==> src/rtl/mem_pkg.sv <==
// Shared types and constants for the memory-stage refill controller.
package mem_pkg;
  typedef enum logic [2:0] {IDLE, RD_WAIT, FILL, REPLAY, WR_WAIT} refill_state_t;

  localparam int BLOCK_OFFSET_BITS = 3;
  localparam int RD_LAT_MIN = 1;
  localparam int RD_LAT_MAX = 15;
  localparam int WR_LAT_MIN = 1;
  localparam int WR_LAT_MAX = 15;
endpackage

==> src/rtl/sat_counter.sv <==
// Up-counter that sticks at all-ones instead of wrapping.
module sat_counter #(
  parameter int WIDTH = 32
) (
  input  logic             clk,
  input  logic             rst,
  input  logic             inc,
  output logic [WIDTH-1:0] q
);
  logic [WIDTH-1:0] q_q;

  always_ff @(posedge clk) begin
    if (rst)                    q_q <= '0;
    else if (inc && (q_q != '1)) q_q <= q_q + WIDTH'(1);
  end

  assign q = q_q;
endmodule

==> src/rtl/mem_refill_ctrl.sv <==
// Memory-stage sequencer: stalls for load-miss refills and write-through stores,
// drives the cache fill port and keeps saturating hit/miss counters.
module mem_refill_ctrl
  import mem_pkg::*;
#(
  parameter int DATA_WIDTH    = 32,
  parameter int READ_LATENCY  = 4,
  parameter int WRITE_LATENCY = 2,
  parameter int CNT_WIDTH     = 32
) (
  input  logic                  clk,
  input  logic                  rst,
  input  logic                  memReadM,
  input  logic                  memWriteM,
  input  logic                  hitM,
  input  logic [DATA_WIDTH-1:0] aluResultM,
  output logic                  stallM,
  output logic                  fillEn,
  output logic [DATA_WIDTH-1:0] fillAddr,
  output logic                  busy,
  output logic [CNT_WIDTH-1:0]  missCnt,
  output logic [CNT_WIDTH-1:0]  hitCnt
);
  localparam logic       ST_HOLDS = (WRITE_LATENCY > 1);
  localparam logic [3:0] RD_CNT   = 4'(READ_LATENCY - 1);
  localparam logic [3:0] WR_CNT   = 4'((WRITE_LATENCY > 1) ? WRITE_LATENCY - 2 : 0);

  refill_state_t         state_q;
  logic [3:0]            cnt_q;
  logic [DATA_WIDTH-1:0] fill_addr_q;
  logic                  ld_miss, ld_hit, idle, stall;
  logic                  unused_offset;

  assign ld_miss       = memReadM & ~memWriteM & ~hitM;
  assign ld_hit        = memReadM & ~memWriteM &  hitM;
  assign idle          = (state_q == IDLE);
  assign unused_offset = ^aluResultM[BLOCK_OFFSET_BITS-1:0];

  // The detect cycle counts as the first latency cycle, so RD_WAIT lasts
  // READ_LATENCY-1 cycles and FILL lands exactly READ_LATENCY cycles after detection.
  always_ff @(posedge clk) begin
    if (rst) begin
      state_q     <= IDLE;
      cnt_q       <= '0;
      fill_addr_q <= '0;
    end else begin
      case (state_q)
        IDLE: begin
          if (memWriteM) begin
            if (ST_HOLDS) begin
              cnt_q   <= WR_CNT;
              state_q <= WR_WAIT;
            end
          end else if (ld_miss) begin
            fill_addr_q <= {aluResultM[DATA_WIDTH-1:BLOCK_OFFSET_BITS], {BLOCK_OFFSET_BITS{1'b0}}};
            cnt_q       <= RD_CNT;
            state_q     <= (READ_LATENCY == 1) ? FILL : RD_WAIT;
          end
        end
        RD_WAIT: begin
          if (cnt_q <= 4'd1) state_q <= FILL;
          else               cnt_q   <= cnt_q - 4'd1;
        end
        FILL:    state_q <= REPLAY;
        REPLAY:  state_q <= IDLE;
        WR_WAIT: begin
          if (cnt_q == 4'd0) state_q <= IDLE;
          else               cnt_q   <= cnt_q - 4'd1;
        end
        default: state_q <= IDLE;
      endcase
    end
  end

  // Last WR_WAIT cycle releases the pipeline so the held store retires
  // instead of being re-detected in IDLE.
  always_comb begin
    stall = 1'b0;
    case (state_q)
      IDLE:          stall = memWriteM ? ST_HOLDS : ld_miss;
      RD_WAIT, FILL: stall = 1'b1;
      WR_WAIT:       stall = (cnt_q != 4'd0);
      default:       stall = 1'b0;
    endcase
  end

  assign stallM   = stall & ~rst;
  assign fillEn   = (state_q == FILL) & ~rst;
  assign fillAddr = fill_addr_q;
  assign busy     = ~idle;

  sat_counter #(.WIDTH(CNT_WIDTH)) u_miss_cnt (
    .clk (clk),
    .rst (rst),
    .inc (idle & ld_miss),
    .q   (missCnt)
  );

  sat_counter #(.WIDTH(CNT_WIDTH)) u_hit_cnt (
    .clk (clk),
    .rst (rst),
    .inc (idle & ld_hit),
    .q   (hitCnt)
  );
endmodule

==> config.mk <==
export PLATFORM = sky130hd
export DESIGN_NAME = mem_refill_ctrl
export DESIGN_NICKNAME = d
export VERILOG_FILES = /design/src/rtl/mem_pkg.sv /design/src/rtl/sat_counter.sv /design/src/rtl/mem_refill_ctrl.sv
export SDC_FILE = /design/constraint.sdc
export NUM_CORES = 1
export LEC_CHECK = 0
export ABC_AREA = 1
export CAP_MARGIN = 5
export CORE_MARGIN = 2
export CORE_UTILIZATION = 28
export CTS_CLUSTER_DIAMETER = 150
export DETAILED_ROUTE_END_ITERATION = 10
export HOLD_SLACK_MARGIN = 0.06
export PLACE_DENSITY = 0.53
export SYNTH_ARGS = -nofsm -noshare
export SYNTH_HDL_FRONTEND = slang
export SYNTH_SLANG_ARGS = --single-unit
==> constraint.sdc <==
create_clock -name clk -period 4.94 [get_ports clk]
set_input_delay 1.235 -clock clk [delete_from_list [all_inputs] [get_ports clk]]
set_output_delay 1.235 -clock clk [all_outputs]
set_load 0.1 [all_outputs]
After elaboration in Yosys (flattened, before gate mapping)

Index checks and enable logic that the tools add are counted.

Bits in registers: 100
Output and inout port bits: 99
Word-level logic and storage cells: 52

Add/subtract/negate cells: 3
Order comparisons: 1
Eq/ne operators: 10
Muxes and demuxes: 12
Bitwise operators: 11
Reductions and logical operators: 10

Operators by type and width:

| cell                                                            | number |
|---|---|
| adder 32 x 1 -> 32 bit (second input constant)                  | 2 |
| inequality test 32 bit (second input constant)                  | 2 |
| 2-to-1 mux 4 bit                                                | 4 |
| 2-to-1 mux 3 bit                                                | 4 |
| one-hot mux 3 bit (4 select lines)                              | 1 |
| one-hot mux 4 bit (3 select lines)                              | 1 |
| inequality test 2 bit (second input constant)                   | 4 |
| bitwise AND 1 bit                                               | 7 |
| AND reduction 3 bit                                             | 2 |
| less-or-equal comparator 4 x 1 -> 1 bit (second input constant) | 1 |
| logical NOT 4 bit                                               | 1 |
| NOT 1 bit                                                       | 4 |
| AND reduction 4 bit                                             | 1 |
| nonzero test 4 bit                                              | 1 |
| subtractor 4 x 1 -> 4 bit (second input constant)               | 1 |
| == test 3 x 1 -> 1 bit (second input constant)                  | 1 |
| == test 3 x 2 -> 1 bit (second input constant)                  | 1 |
| == test 3 bit (second input constant)                           | 1 |
| logical NOT 3 bit                                               | 1 |
| inequality test 3 bit (second input constant)                   | 1 |
| one-hot mux 1 bit (3 select lines)                              | 1 |
| nonzero test 3 bit                                              | 1 |
| logical AND 1 bit                                               | 2 |
| OR reduction 2 bit                                              | 1 |
| 2-to-1 mux 1 bit                                                | 1 |

Depth between registers and ports, before layout

Depth in word-level cells: 6
Depth in mapped cells: 11

Hierarchy

Synthesis repeated with hierarchy kept, for this count alone.

Cells, all modules: 859
Area, all modules: 5723.0 um^2

By module, submodules not included:

| module          | instances | cells an instance | area each (um^2) | seq. area each (um^2) |
|---|---|---|---|---|
| sat_counter     | 2         | 324               | 2062.0           | 640.6 |
| mem_refill_ctrl | 1         | 211               | 1599.0           | 720.7 |

Least setup slack after synthesis

Ideal clock, no wire load.

Kind: input -> output
Start point: input rst
End point: output fillEn
Arrival time: 2.696 ns
Setup slack: 1.009 ns
Stages on the path: 2
Buffers on the path: 1
Cells stage by stage: clkbuf_1 nor2_1

Longest elaborated chain between the ends: 2

RTL lines:

| element           | RTL line              | RTL |
|---|---|---|
| start, declared   | mem_refill_ctrl.sv:12 | `input logic rst,` |
| NOT 1 bit         | mem_refill_ctrl.sv:88 | `assign fillEn = (state_q == FILL) & ~rst;` |
| bitwise AND 1 bit | mem_refill_ctrl.sv:88 |  |
| end, declared     | mem_refill_ctrl.sv:18 | `output logic fillEn,` |

Every way passes these cells.

Worst setup path after layout

Start point: input memWriteM
End point: output stallM

Longest elaborated chain between the ends: 6

RTL lines:

| element                              | RTL line              | RTL |
|---|---|---|
| start, declared                      | mem_refill_ctrl.sv:14 | `input logic memWriteM,` |
| NOT 1 bit (no line)                  | --                    |  |
| bitwise AND 1 bit (2 in series)      | mem_refill_ctrl.sv:34 | `assign ld_miss = memReadM & ~memWriteM & ~hitM;` |
| 2-to-1 mux 1 bit *                   | mem_refill_ctrl.sv:80 | `IDLE: stall = memWriteM ? ST_HOLDS : ld_miss;` |
| one-hot mux 1 bit (3 select lines) * | mem_refill_ctrl.sv:79 | `case (state_q)` |
| bitwise AND 1 bit *                  | mem_refill_ctrl.sv:87 | `assign stallM = stall & ~rst;` |
| end, declared                        | mem_refill_ctrl.sv:17 | `output logic stallM,` |

Mark *: on every way between the ends. The rest lies on a longest branch, timed or not.

==> impl_metrics.toml <==
[cts]
cts_root_buffer = "clkbuf_16"
clk_latency_ns = 0.36
clock-sinks = 100
postCtsSetupRepairBufs = 0
clockBufferDepth = 2
cts_hold_buffers = 0
cts.clk_slew.worst_paths_ns = 0.08
cts.htree.levels = 3
cts_buffers = 9
cts_resized = 0
cts_tree = "yes"

[floorplanning]
rows = 52
die_h_um = 147
pin_count = 136
die_w_um = 147
start_util_pct = 28.4
die-area_sq_um = 21500
coreArea_sq_um = 20100

[sta]
setup_violations = 0
fin_crit_sh_pct = 76.7
clock_skew_ns = 0.0119
rsz0062_at_grt = "no"
tightest_slew_ns = 1.03
fmax_mhz = 264
setup_tns_ns = 0
maxSlewViolCount = 0
fin_crit_ns = 3.79
hold_viol = 0
maxSlewHeadroom_pct = 31.4

[place]
dp_hpwl_mm = 11.3
gp_congestion = 0.830
place_area_sq_um = 7160
portBuffers = 129

[logic_synthesis]
synth_seq_cells = 100
netlist_top_cells_area = "dfxtp_1 35%, nor2_1 14%, nand2_1 12%"
synthSimpleGateAreaFrac_pct = 45.4
synthAdderAreaFrac_pct = 1.10
synth_top_area_cell = "dfxtp_1"
synthMuxAreaShare_pct = 0
synth_top_area_share_pct = 35.1
syn_inst = 866
netlist_area_sq_um = 5710
synth_compound_area_share_pct = 8.22
ys.flop_type = "dfxtp_1"
synthTopCellsByCount = "213 x nor2_1, 181 x nand2_1, 100 x dfxtp_1"
avgSynthCellArea_sq_um = 6.59
yosys_warnings = 0
synth_top_family_by_area = "simple AND/OR/NAND/NOR gates"
ys_types = 34
async_reset_ff_share_pct = 0
synth-xor-area-share_pct = 1.07
synth.yosys.seq_area_share_pct = 35.1
synth_edf_count = 0
synth.most_common_cell = "nor2_1"

[flow_run]
cap_violations = 0

[setup_path]
cpPeakStageDelay_ns = 0.48
worst-path-buf-inv = 5
crit_fanout = 5
start_kind = "input pin"
path_class = "in2out"
crit_path_cell_trace = "clkdlybuf4s50_1 > inv_1 > nand3_1 > nor2_4 > inv_1 > nand3_1 > o21ai_0 > inv_1 > buf_12"
critPathSlowestCell = "clkdlybuf4s50_1"
arrival_ns = 2.55
crit_top_cell = "inv_1"
critical-path-top-delay-family = "buffers and inverters"
worst_ep_required_time_ns = 3.70
rr_startpoint = "u_miss_cnt.q[0]$_SDFFE_PP0P_"
startpoint = "memWriteM"
cp-end-kind = "primary output"

[power_and_ir_drop]
ir_drop_v = 0.000180
p_leak_nw = 2.95
p_per_area_nw_per_um2 = 296
finalPower_mw = 2.22

[worst_hold_path]
min_path_type = "reg2reg"
worstHoldStart = "u_miss_cnt.q[3]$_SDFFE_PP0P_"

[drt]
dr_wl_met3_mm = 1.16
num_vias = 5619
drtIter0Drc = 383
drtAntennaViolNets = 0
wirelength_mm = 15.9
route.met2.wl_mm = 6.84
top_layer = "met4"
wl_met1_mm = 7.77
drc_errors = 0
avgRoutedWirePerCell_um = 12.7
drt_pass1_iterations = 5
vias_per_cell = 4.47

[final_layout]
syn2layout_area_growth_pct = 31.5
stdcell_area_sq_um = 7500
multi_input_area_sq_um = 3190
num-nets-final = 1024
regArea_sq_um = 2000
fillers = 2130
antennaDiodeCount = 0
drive_above_1_share_pct = 9.83

[grt]
grt_pass1_vias = 5304
grt_max_degree = 91
grt_remaining_overflow = 0
grt.total_usage_pct = 14.9
grt_pass1_wl_mm = 26.5
antenna_found_initial = 0

[run_status]
run_status = "completed"
area by class of cell:
| class | instances | area share [%] |
|---|---|---|
| repair buffers | 133 | 17.7 |
| multi-input cells | 658 | 42.6 |
| clock buffers | 9 | 3.00 |
| clock inverters | 7 | 1.55 |
| flip-flops and latches | 100 | 26.7 |
| inverters | 80 | 4.00 |
| well taps | 270 | 4.50 |
flip-flops by register name, indices dropped and copies added, names as in the netlist:
name and count:
state_q 3, cnt_q 4, fillAddr 29, u_hit_cnt.q 32
u_miss_cnt.q 32
worst reg2reg max path, stage by stage (launching register included):
cell and delay, ns:
dfxtp_1 0.41, ha_1 0.23, nand2_2 0.09, nor2_4 0.15
nand2_4 0.08, nor2_1 0.10, nand2_1 0.54, nand2_2 0.33
inv_2 0.10, nand2_1 0.07, nand2_1 0.04, nor2_1 0.10
report_power, final:
| part | switching [mW] | total [mW] | internal (mW) |
|---|---|---|---|
| clock | 0.362 | 0.821 | 0.459 |
| sequential | 0.0286 | 0.873 | 0.845 |
| combinational | 0.378 | 0.523 | 0.145 |
routing by layer:
| metal | vias up | track usage [%] |
|---|---|---|
| li1 | 2972 | - |
| met1 | 2482 | 20.1 |
| met3 | 11 | 4.63 |
| met2 | 154 | 23.2 |
| met4 | 0 | 3.98 |
| met5 | - | 0 |
placed cells by master (no fill, tap or decap), types with 5 or more instances in the layout:
cell	instances
nor2_2	15
inv_1	75
clkbuf_16	9
nand2_1	181
nand3_1	61
ha_1	5
nor2_1	213
nand4_1	16
nor2_4	11
nand3_2	26
o21ai_0	39
dfxtp_1	100
clkdlybuf4s50_1	127
buf_4	5
a21oi_1	52
nor3_1	7
nand2_2	11
metrics by stage:
step	cells	setup WS, ns	utilization, %	hold slack (ns)
after floorplan	868	1.01	-	0.479
after global placement	1241	1.12	35.6	0.491
after detailed placement	1241	1.11	35.6	0.492
after CTS	1257	1.11	37.3	0.507
after global routing	1257	0.927	37.3	0.552
final	1257	1.15	37.3	0.500
cell families after synthesis:
group / Yosys count
compound gates: 93
xor+xnor: 7
fa+ha+maj: 5
buf+inv: 110
flops: 100
other cells: 1
simple gates: 550
path summary, 6_finish.rpt:
check | end | slack [ns] | depth (start not counted)
worst max register to register | u_miss_cnt.q[0]$_SDFFE_PP0P_ | 2.64 | 11
worst max-delay path | stallM | 1.15 | 9
worst min register to register | u_miss_cnt.q[3]$_SDFFE_PP0P_ | 0.50 | 2
worst min-delay path | u_miss_cnt.q[3]$_SDFFE_PP0P_ | 0.50 | 2
(Power assumes the default switching activity.)
